<file path="src/rtl/vga_scanout.sv">
// vga_scanout: VGA raster timing and framebuffer reader. Sync, blank and frame_start are
// delayed to line up with pixel data returning from the framebuffer RAM.
module vga_scanout #(
  parameter int H_ACTIVE_VIDEO = 800,
  parameter int H_FRONT_PORCH = 40,
  parameter int H_SYNC_PULSE = 128,
  parameter int H_BACK_PORCH = 88,
  parameter int V_ACTIVE_VIDEO = 600,
  parameter int V_FRONT_PORCH = 1,
  parameter int V_SYNC_PULSE = 4,
  parameter int V_BACK_PORCH = 23,
  parameter bit SYNC_POL = 1'b1,
  parameter int RD_LATENCY = 2
) (
  input  logic        clk,
  input  logic        reset,
  input  logic        en,
  output logic        rd_en,
  output logic [19:0] rd_addr,
  input  logic [23:0] rd_data,
  output logic [23:0] vga_color,
  output logic        vga_hsync,
  output logic        vga_vsync,
  output logic        vga_blank_n,
  output logic        vga_pixel_clk,
  output logic        frame_start
);
  localparam logic [10:0] H_BLANK_PIX = 11'(H_FRONT_PORCH + H_SYNC_PULSE + H_BACK_PORCH);
  localparam logic [10:0] H_LAST = 11'(H_FRONT_PORCH + H_SYNC_PULSE + H_BACK_PORCH + H_ACTIVE_VIDEO - 1);
  localparam logic [10:0] H_SYNC_START = 11'(H_FRONT_PORCH);
  localparam logic [10:0] H_SYNC_END = 11'(H_FRONT_PORCH + H_SYNC_PULSE);
  localparam logic [10:0] V_BLANK_PIX = 11'(V_FRONT_PORCH + V_SYNC_PULSE + V_BACK_PORCH);
  localparam logic [10:0] V_LAST = 11'(V_FRONT_PORCH + V_SYNC_PULSE + V_BACK_PORCH + V_ACTIVE_VIDEO - 1);
  localparam logic [10:0] V_SYNC_START = 11'(V_FRONT_PORCH);
  localparam logic [10:0] V_SYNC_END = 11'(V_FRONT_PORCH + V_SYNC_PULSE);
  logic [10:0] count_h, count_v;
  logic [19:0] addr;
  logic clr, h_end, v_end, active, hs_raw, vs_raw, fs_raw;
  // each stage carries {frame_start, vsync, hsync, active} in active-high form
  logic [3:0] pipe [RD_LATENCY+1];
  assign vga_pixel_clk = ~clk;
  always_comb begin
    clr = reset || !en;
    h_end = count_h == H_LAST;
    v_end = count_v == V_LAST;
    active = count_h >= H_BLANK_PIX && count_v >= V_BLANK_PIX;
    hs_raw = count_h >= H_SYNC_START && count_h < H_SYNC_END;
    vs_raw = count_v >= V_SYNC_START && count_v < V_SYNC_END;
    fs_raw = count_h == 11'd0 && count_v == 11'd0;
  end
  always_ff @(posedge clk) begin
    if (clr) begin
      count_h <= '0;
      count_v <= '0;
      addr <= '0;
      rd_en <= 1'b0;
      rd_addr <= '0;
      vga_color <= '0;
      vga_hsync <= !SYNC_POL;
      vga_vsync <= !SYNC_POL;
      vga_blank_n <= 1'b0;
      frame_start <= 1'b0;
      for (int i = 0; i <= RD_LATENCY; i++) pipe[i] <= '0;
    end else begin
      count_h <= h_end ? '0 : count_h + 11'd1;
      if (h_end) count_v <= v_end ? '0 : count_v + 11'd1;
      addr <= fs_raw ? '0 : active ? addr + 20'd1 : addr;
      rd_en <= active;
      if (active) rd_addr <= addr;
      pipe[0] <= {fs_raw, vs_raw, hs_raw, active};
      for (int i = 1; i <= RD_LATENCY; i++) pipe[i] <= pipe[i-1];
      vga_color <= pipe[RD_LATENCY][0] ? rd_data : '0;
      vga_blank_n <= pipe[RD_LATENCY][0];
      vga_hsync <= pipe[RD_LATENCY][1] ? SYNC_POL : !SYNC_POL;
      vga_vsync <= pipe[RD_LATENCY][2] ? SYNC_POL : !SYNC_POL;
      frame_start <= pipe[RD_LATENCY][3];
    end
  end
endmodule

</file>
<file path="config.mk">
export PLATFORM = sky130hd
export DESIGN_NAME = vga_scanout
export DESIGN_NICKNAME = d
export VERILOG_FILES = /design/src/rtl/vga_scanout.sv
export SDC_FILE = /design/constraint.sdc
export NUM_CORES = 1
export LEC_CHECK = 0
export BUFFER_PORTS_ARGS = -buffer_cell sky130_fd_sc_hd__buf_2
export CAP_MARGIN = 20
export CORE_UTILIZATION = 35
export CTS_CLUSTER_SIZE = 8
export DETAILED_ROUTE_END_ITERATION = 8
export GPL_TIMING_DRIVEN = 1
export HOLD_SLACK_MARGIN = 0.06
export PLACE_DENSITY = 0.55
export RECOVER_POWER = 50
export SKIP_CTS_REPAIR_TIMING = 1
export SYNTH_ARGS = -nofsm -noshare
export SYNTH_HDL_FRONTEND = slang
export SYNTH_SLANG_ARGS = --single-unit
</file>
<file path="constraint.sdc">
create_clock -name clk -period 2.86 [get_ports clk]
set_input_delay 0.858 -clock clk [delete_from_list [all_inputs] [get_ports clk]]
set_output_delay 0.858 -clock clk [all_outputs]
set_load 0.02 [all_outputs]
</file>
==> flow_summary.ini, run 1 <==
[outcome]
outcome = complete, no violations

[floorplan]
initial_core_util_pct = 36.7
die_h_um = 107
die_area_um2 = 11400
io_pins = 77
core_area_um2 = 10500
rows = 37
die_x_um = 107

[placement]
pre_cts_ws_ps = 404
hpwl_mm = 5.53
portBuffers = 76
gp_congestion = 0.829
dpl.cell_count = 621

[setup_path]
cp_max_fo = 23
cp-end-kind = output pin
crit_start = clk
rr_worst_depth = 4
r2r_start = count_h[8]$_SDFF_PP0_
required_ps = 2000
reg2reg_slack_ps = 380
cp_cell_sequence = clkbuf_8, inv_1, buf_4
arrival_ps = 1830
crit_path_top_delay_cell = clkbuf_8
r2r_end = addr[5]$_SDFFE_PP0P_
slowest_delay_ps = 190
crit_type = clock port to output pin
startpoint_type = clock port

[clock_network]
clockBufferDepth = 2
root_buffer = clkbuf_8
clkTransAtPathRegs_ps = 110
numCtsBuffers = 9
cts-htree-levels = 3
clk-insertion-delay-late_ps = 440
cts_tree = done

[final_layout]
syn2layout_area_growth_pct = 17.3
final_nets = 528
antenna_cells = 0
final_layout_size_suffix_gt1_share_pct = 13.4
instances_no_fill = 636

[yosys]
yosysUniqueCellTypes = 31
synth_top_cell_area_share_pct = 52.9
avgSynthCellArea_um2 = 9.04
ys_ff_latch = 102
yosys_warnings = 0
synth-edff-count = 0
synth_area_leaders = dfxtp_1 53%, a21oi_1 5.8%, nand2_1 5.5%
seq_area_frac_synth_pct = 52.9
syn_nets = 460
synth-main-ff-cell = dfxtp_1
synth_top_cell_by_area = dfxtp_1
syn-cell-area_um2 = 3860
synth_cells = 427
async_reset_ff_share_pct = 0

[timing]
holdWs_ps = 424
relSlewSlack_pct = 36.4
final.setup.worst_slack_ps = 176
fin_setup_tns_ps = 0
setup_violations = 0
hold_violations = 0
skew_ps = 226
drv_slew = 0
worst_pin_slew_ps = 954
rsz0062_at_grt = no

[drt]
drc = 0
viasPerCell = 4.98
routed_wl_mm = 8.14
wl_per_cell_um = 12.8
first_pass_iters = 4
vias = 3170
drtIter0Drc = 149
ant_nets = 0

[power]
ir_worst_vdd_v = 0.000318
power_per_cell_area_nw_per_um2 = 544
fin_total_pwr_mw = 2.46
p_leak_nw = 1.68

[worst_hold_path]
hp-class = register to register
min_to = pipe[0][11]$_SDFF_PP0_
min_path_cells = 1
holdCritStartpoint = pipe[0][7]$_SDFF_PP0_

[global_route]
antenna_found_initial = 0
grt_first_pass_wirelength_mm = 13.3
grt_max_degree = 40
met3_usage_pct = 3.71
grt_pass1_vias = 2861
use_met1_pct = 19.2
use_met2_pct = 22.4
globalRoute.totalOverflow = 0
grt.busiest_layer = met2
gr-usage-all-layers_pct = 14.7

[run]
maxCapViolCount = 0
report_power, final:
group          switching (mW)  internal [mW]
clock network           0.552          0.440
registers             0.00152           1.42
logic                  0.0276         0.0183
Yosys cell counts, types with 3 or more instances:
cell,instances
a21oi_1,45
and2_1,13
and3_1,28
and4_1,5
clkbuf_1,23
dfxtp_1,102
ha_1,6
inv_1,9
nand2_1,57
nand3_1,13
nand4_1,11
nor2_1,18
nor3_1,7
nor4_1,3
o21ai_0,13
o31ai_1,15
or3_1,15
or4_1,16
xnor2_1,9
xor2_1,5
per-stage QoR:
stage	utilization, %	area, um2
floorplan	-	3860
global placement	41.8	4390
detailed placement	41.8	4390
CTS	43.9	4610
global route	43.1	4530
finish	43.1	4530
logic make-up (layout without fill, tap and decap cells):
| kind of cell | after synthesis | in the layout | synth area share [%] |
|---|---|---|---|
| buf+inv | 34 | 107 | 3.37 |
| xor+xnor | 14 | 14 | 3.18 |
| simple gates | 192 | 192 | 26.8 |
| fa+ha+maj | 6 | 6 | 1.95 |
| mux | 1 | 1 | 0.259 |
| compound gates | 78 | 78 | 11.5 |
| flops | 102 | 102 | 52.9 |
sequential cells by signal, summed over array words and instances (netlist names), 11 cells and up:
name	count
pipe	12
vga_color	24
rd_addr	20
count_h	11
count_v	11
addr	20
cells in the final DEF, fill, tap and decap left out:
cell and n:
nand2_1 57, clkbuf_1 33, clkbuf_8 9, nand3_1 13, clkinv_4 1, a21oi_2 1
nor3_1 7, or4_1 17, and3_1 28, nand4b_1 1, nand4_1 11, nand2b_1 2
and2_1 9, o41ai_1 1, and2_0 4, inv_8 4, nor2_1 18, dfxtp_1 102
or4_4 1, o311ai_1 1, mux2i_1 1, buf_2 44, a21oi_1 45, and4_1 5
o31a_1 1, buf_4 6, or3_1 15, nor4_1 3, ha_1 6, xor2_1 5
o21ai_0 13, xnor2_1 9, o31ai_1 15, o21a_1 1, inv_1 9, nor2b_1 1
bufinv_16 1
routing by layer:
layer | vias up | routed length, um
li1 | 1648 | -
met1 | 1444 | 4090
met2 | 69 | 3560
met3 | 9 | 384
met4 | 0 | 109
met5 | - | 0
area by class of cell:
class	count	area, um2
Timing Repair Buffer	82	382
Clock buffer	10	131
Inverter	8	30.0
Tap cell	136	170
Clock inverter	7	87.6
Multi-Input combinational cell	291	1680
Sequential cell	102	2040
Fill cell	1075	5980
critical path, delay by kind of cell:
kind / cells / cell delay [ps]
buf+inv: 3 / 390
how the worst max path moves through the flow:
stage               slack [ps]            end  depth (start not counted)
floorplan                  440  vga_pixel_clk                          1
global placement           400  vga_pixel_clk                          2
detailed placement         400  vga_pixel_clk                          2
CTS                          7  vga_pixel_clk                          4
global route               130  vga_pixel_clk                          3
finish                     180  vga_pixel_clk                          3
(Power assumes the default switching activity.)
==> run 2: changes to the inputs <==
CORE_MARGIN = 3   (was not set)
==> run 2 against run 1 <==
  * Via count rose by 1.7%
  * Non-clock buffer count did not move
  * Die area rose by 7.6%
  * Clock power fell by 9.6%
  * First-iteration DRC count rose by 15%
  * Sequential share of layout area rose by 0.25 points
  * Clock skew barely moved
  * Cell count did not move
  * Critical endpoint unchanged
  * Largest power group unchanged
==> flow_summary.ini, run 2 (synthesized netlist as in run 1, its figures left out) <==
[outcome]
outcome = complete, no violations

[clock_network]
clk-insertion-delay-late_ps = 450
cts_tree = done
cts-htree-levels = 3
numCtsBuffers = 9
clkTransAtPathRegs_ps = 100
root_buffer = clkbuf_8
clockBufferDepth = 2

[global_route]
gr-usage-all-layers_pct = 13.9
antenna_found_initial = 0
grt_pass1_vias = 2933
grt.busiest_layer = met2
grt_max_degree = 40
use_met1_pct = 18.9
met3_usage_pct = 3.60
use_met2_pct = 20.8
grt_first_pass_wirelength_mm = 14.3
globalRoute.totalOverflow = 0

[final_layout]
final_nets = 528
final_layout_size_suffix_gt1_share_pct = 12.8
antenna_cells = 0
layout_common_cells = 102 x dfxtp_1, 57 x nand2_1, 45 x a21oi_1, 41 x buf_2, 36 x clkbuf_1
fill_cells = 1050
layout_commonest_cell = dfxtp_1
largest_reg_flops = 24
largest_register = vga_color
largestRegisters = vga_color: 24 flops, addr: 20 flops, rd_addr: 20 flops
syn2layout_area_growth_pct = 16.6

[setup_path]
cp_max_fo = 25
required_ps = 2000
startpoint_type = clock port
arrival_ps = 1850
cp-end-kind = output pin
crit_type = clock port to output pin

[timing]
hold_violations = 0
worst_pin_slew_ps = 964
rsz0062_at_grt = no
relSlewSlack_pct = 35.7
setup_violations = 0
drv_slew = 0
final.setup.worst_slack_ps = 153
holdWs_ps = 435
skew_ps = 226

[drt]
drtIter0Drc = 171
vias = 3223
first_pass_iters = 6
wl_per_cell_um = 13.2
viasPerCell = 5.07
routed_wl_mm = 8.40
ant_nets = 0
drc = 0

[floorplan]
die_x_um = 111
initial_core_util_pct = 36.7
die_h_um = 111
io_pins = 77
core_area_um2 = 10500
die_area_um2 = 12300
rows = 37

[run]
maxCapViolCount = 0

[worst_hold_path]
hp-class = register to register

[power]
power_per_cell_area_nw_per_um2 = 526
ir_worst_vdd_v = 0.000198
p_leak_nw = 1.65
fin_total_pwr_mw = 2.37

[placement]
pre_cts_ws_ps = 404
portBuffers = 76
hpwl_mm = 5.68
gp_congestion = 0.797
[run 2: cell type report]
type	instances	area (um2)	share of cell area, %
timing repair buffer	82	380	8.45
inverter	8	30.0	0.667
clock buffer	10	140	3.11
sequential	102	2040	45.4
tap	136	170	3.78
multi-input combinational	291	1690	37.5
clock inverter	7	51.3	1.14
[run 2: layer usage]
layer | part of all wire, % | vias to the layer above | routed length (um)
met4 | 1.3 | 0 | 106
met1 | 48 | 1476 | 4060
li1 | - | 1652 | -
met2 | 45 | 85 | 3750
met3 | 5.8 | 10 | 487
met5 | 0 | - | 0
[run 2: worst paths after layout]
path	from	cells past startpoint	to	slack, ps
max reg2reg	count_h[8]$_SDFF_PP0_	4	count_v[10]$_SDFFE_PP0N_	570
min reg2reg	pipe[0][4]$_SDFF_PP0_	1	pipe[0][8]$_SDFF_PP0_	430
min	pipe[0][4]$_SDFF_PP0_	1	pipe[0][8]$_SDFF_PP0_	430
max	clk	3	vga_pixel_clk	150
[run 2: per-stage QoR]
step	instance area, um2	TNS, ps	std cells	util [%]
final	4500	0	636	42.8
after detailed placement	4390	0	621	41.8
after global routing	4500	0	636	42.8
after global placement	4390	0	621	41.8
after floorplan	3860	0	427	-
after CTS	4590	-2.25	637	43.6
[run 2: worst max-delay path, stage by stage]
cell	delay [ps]
clkbuf_8	190
inv_1	70
buf_2	150
[run 2: power breakdown]
group	internal, mW	switching (mW)
Sequential	1.42	0.00184
Clock	0.359	0.539
Combinational	0.0187	0.0280
Total	1.80	0.569
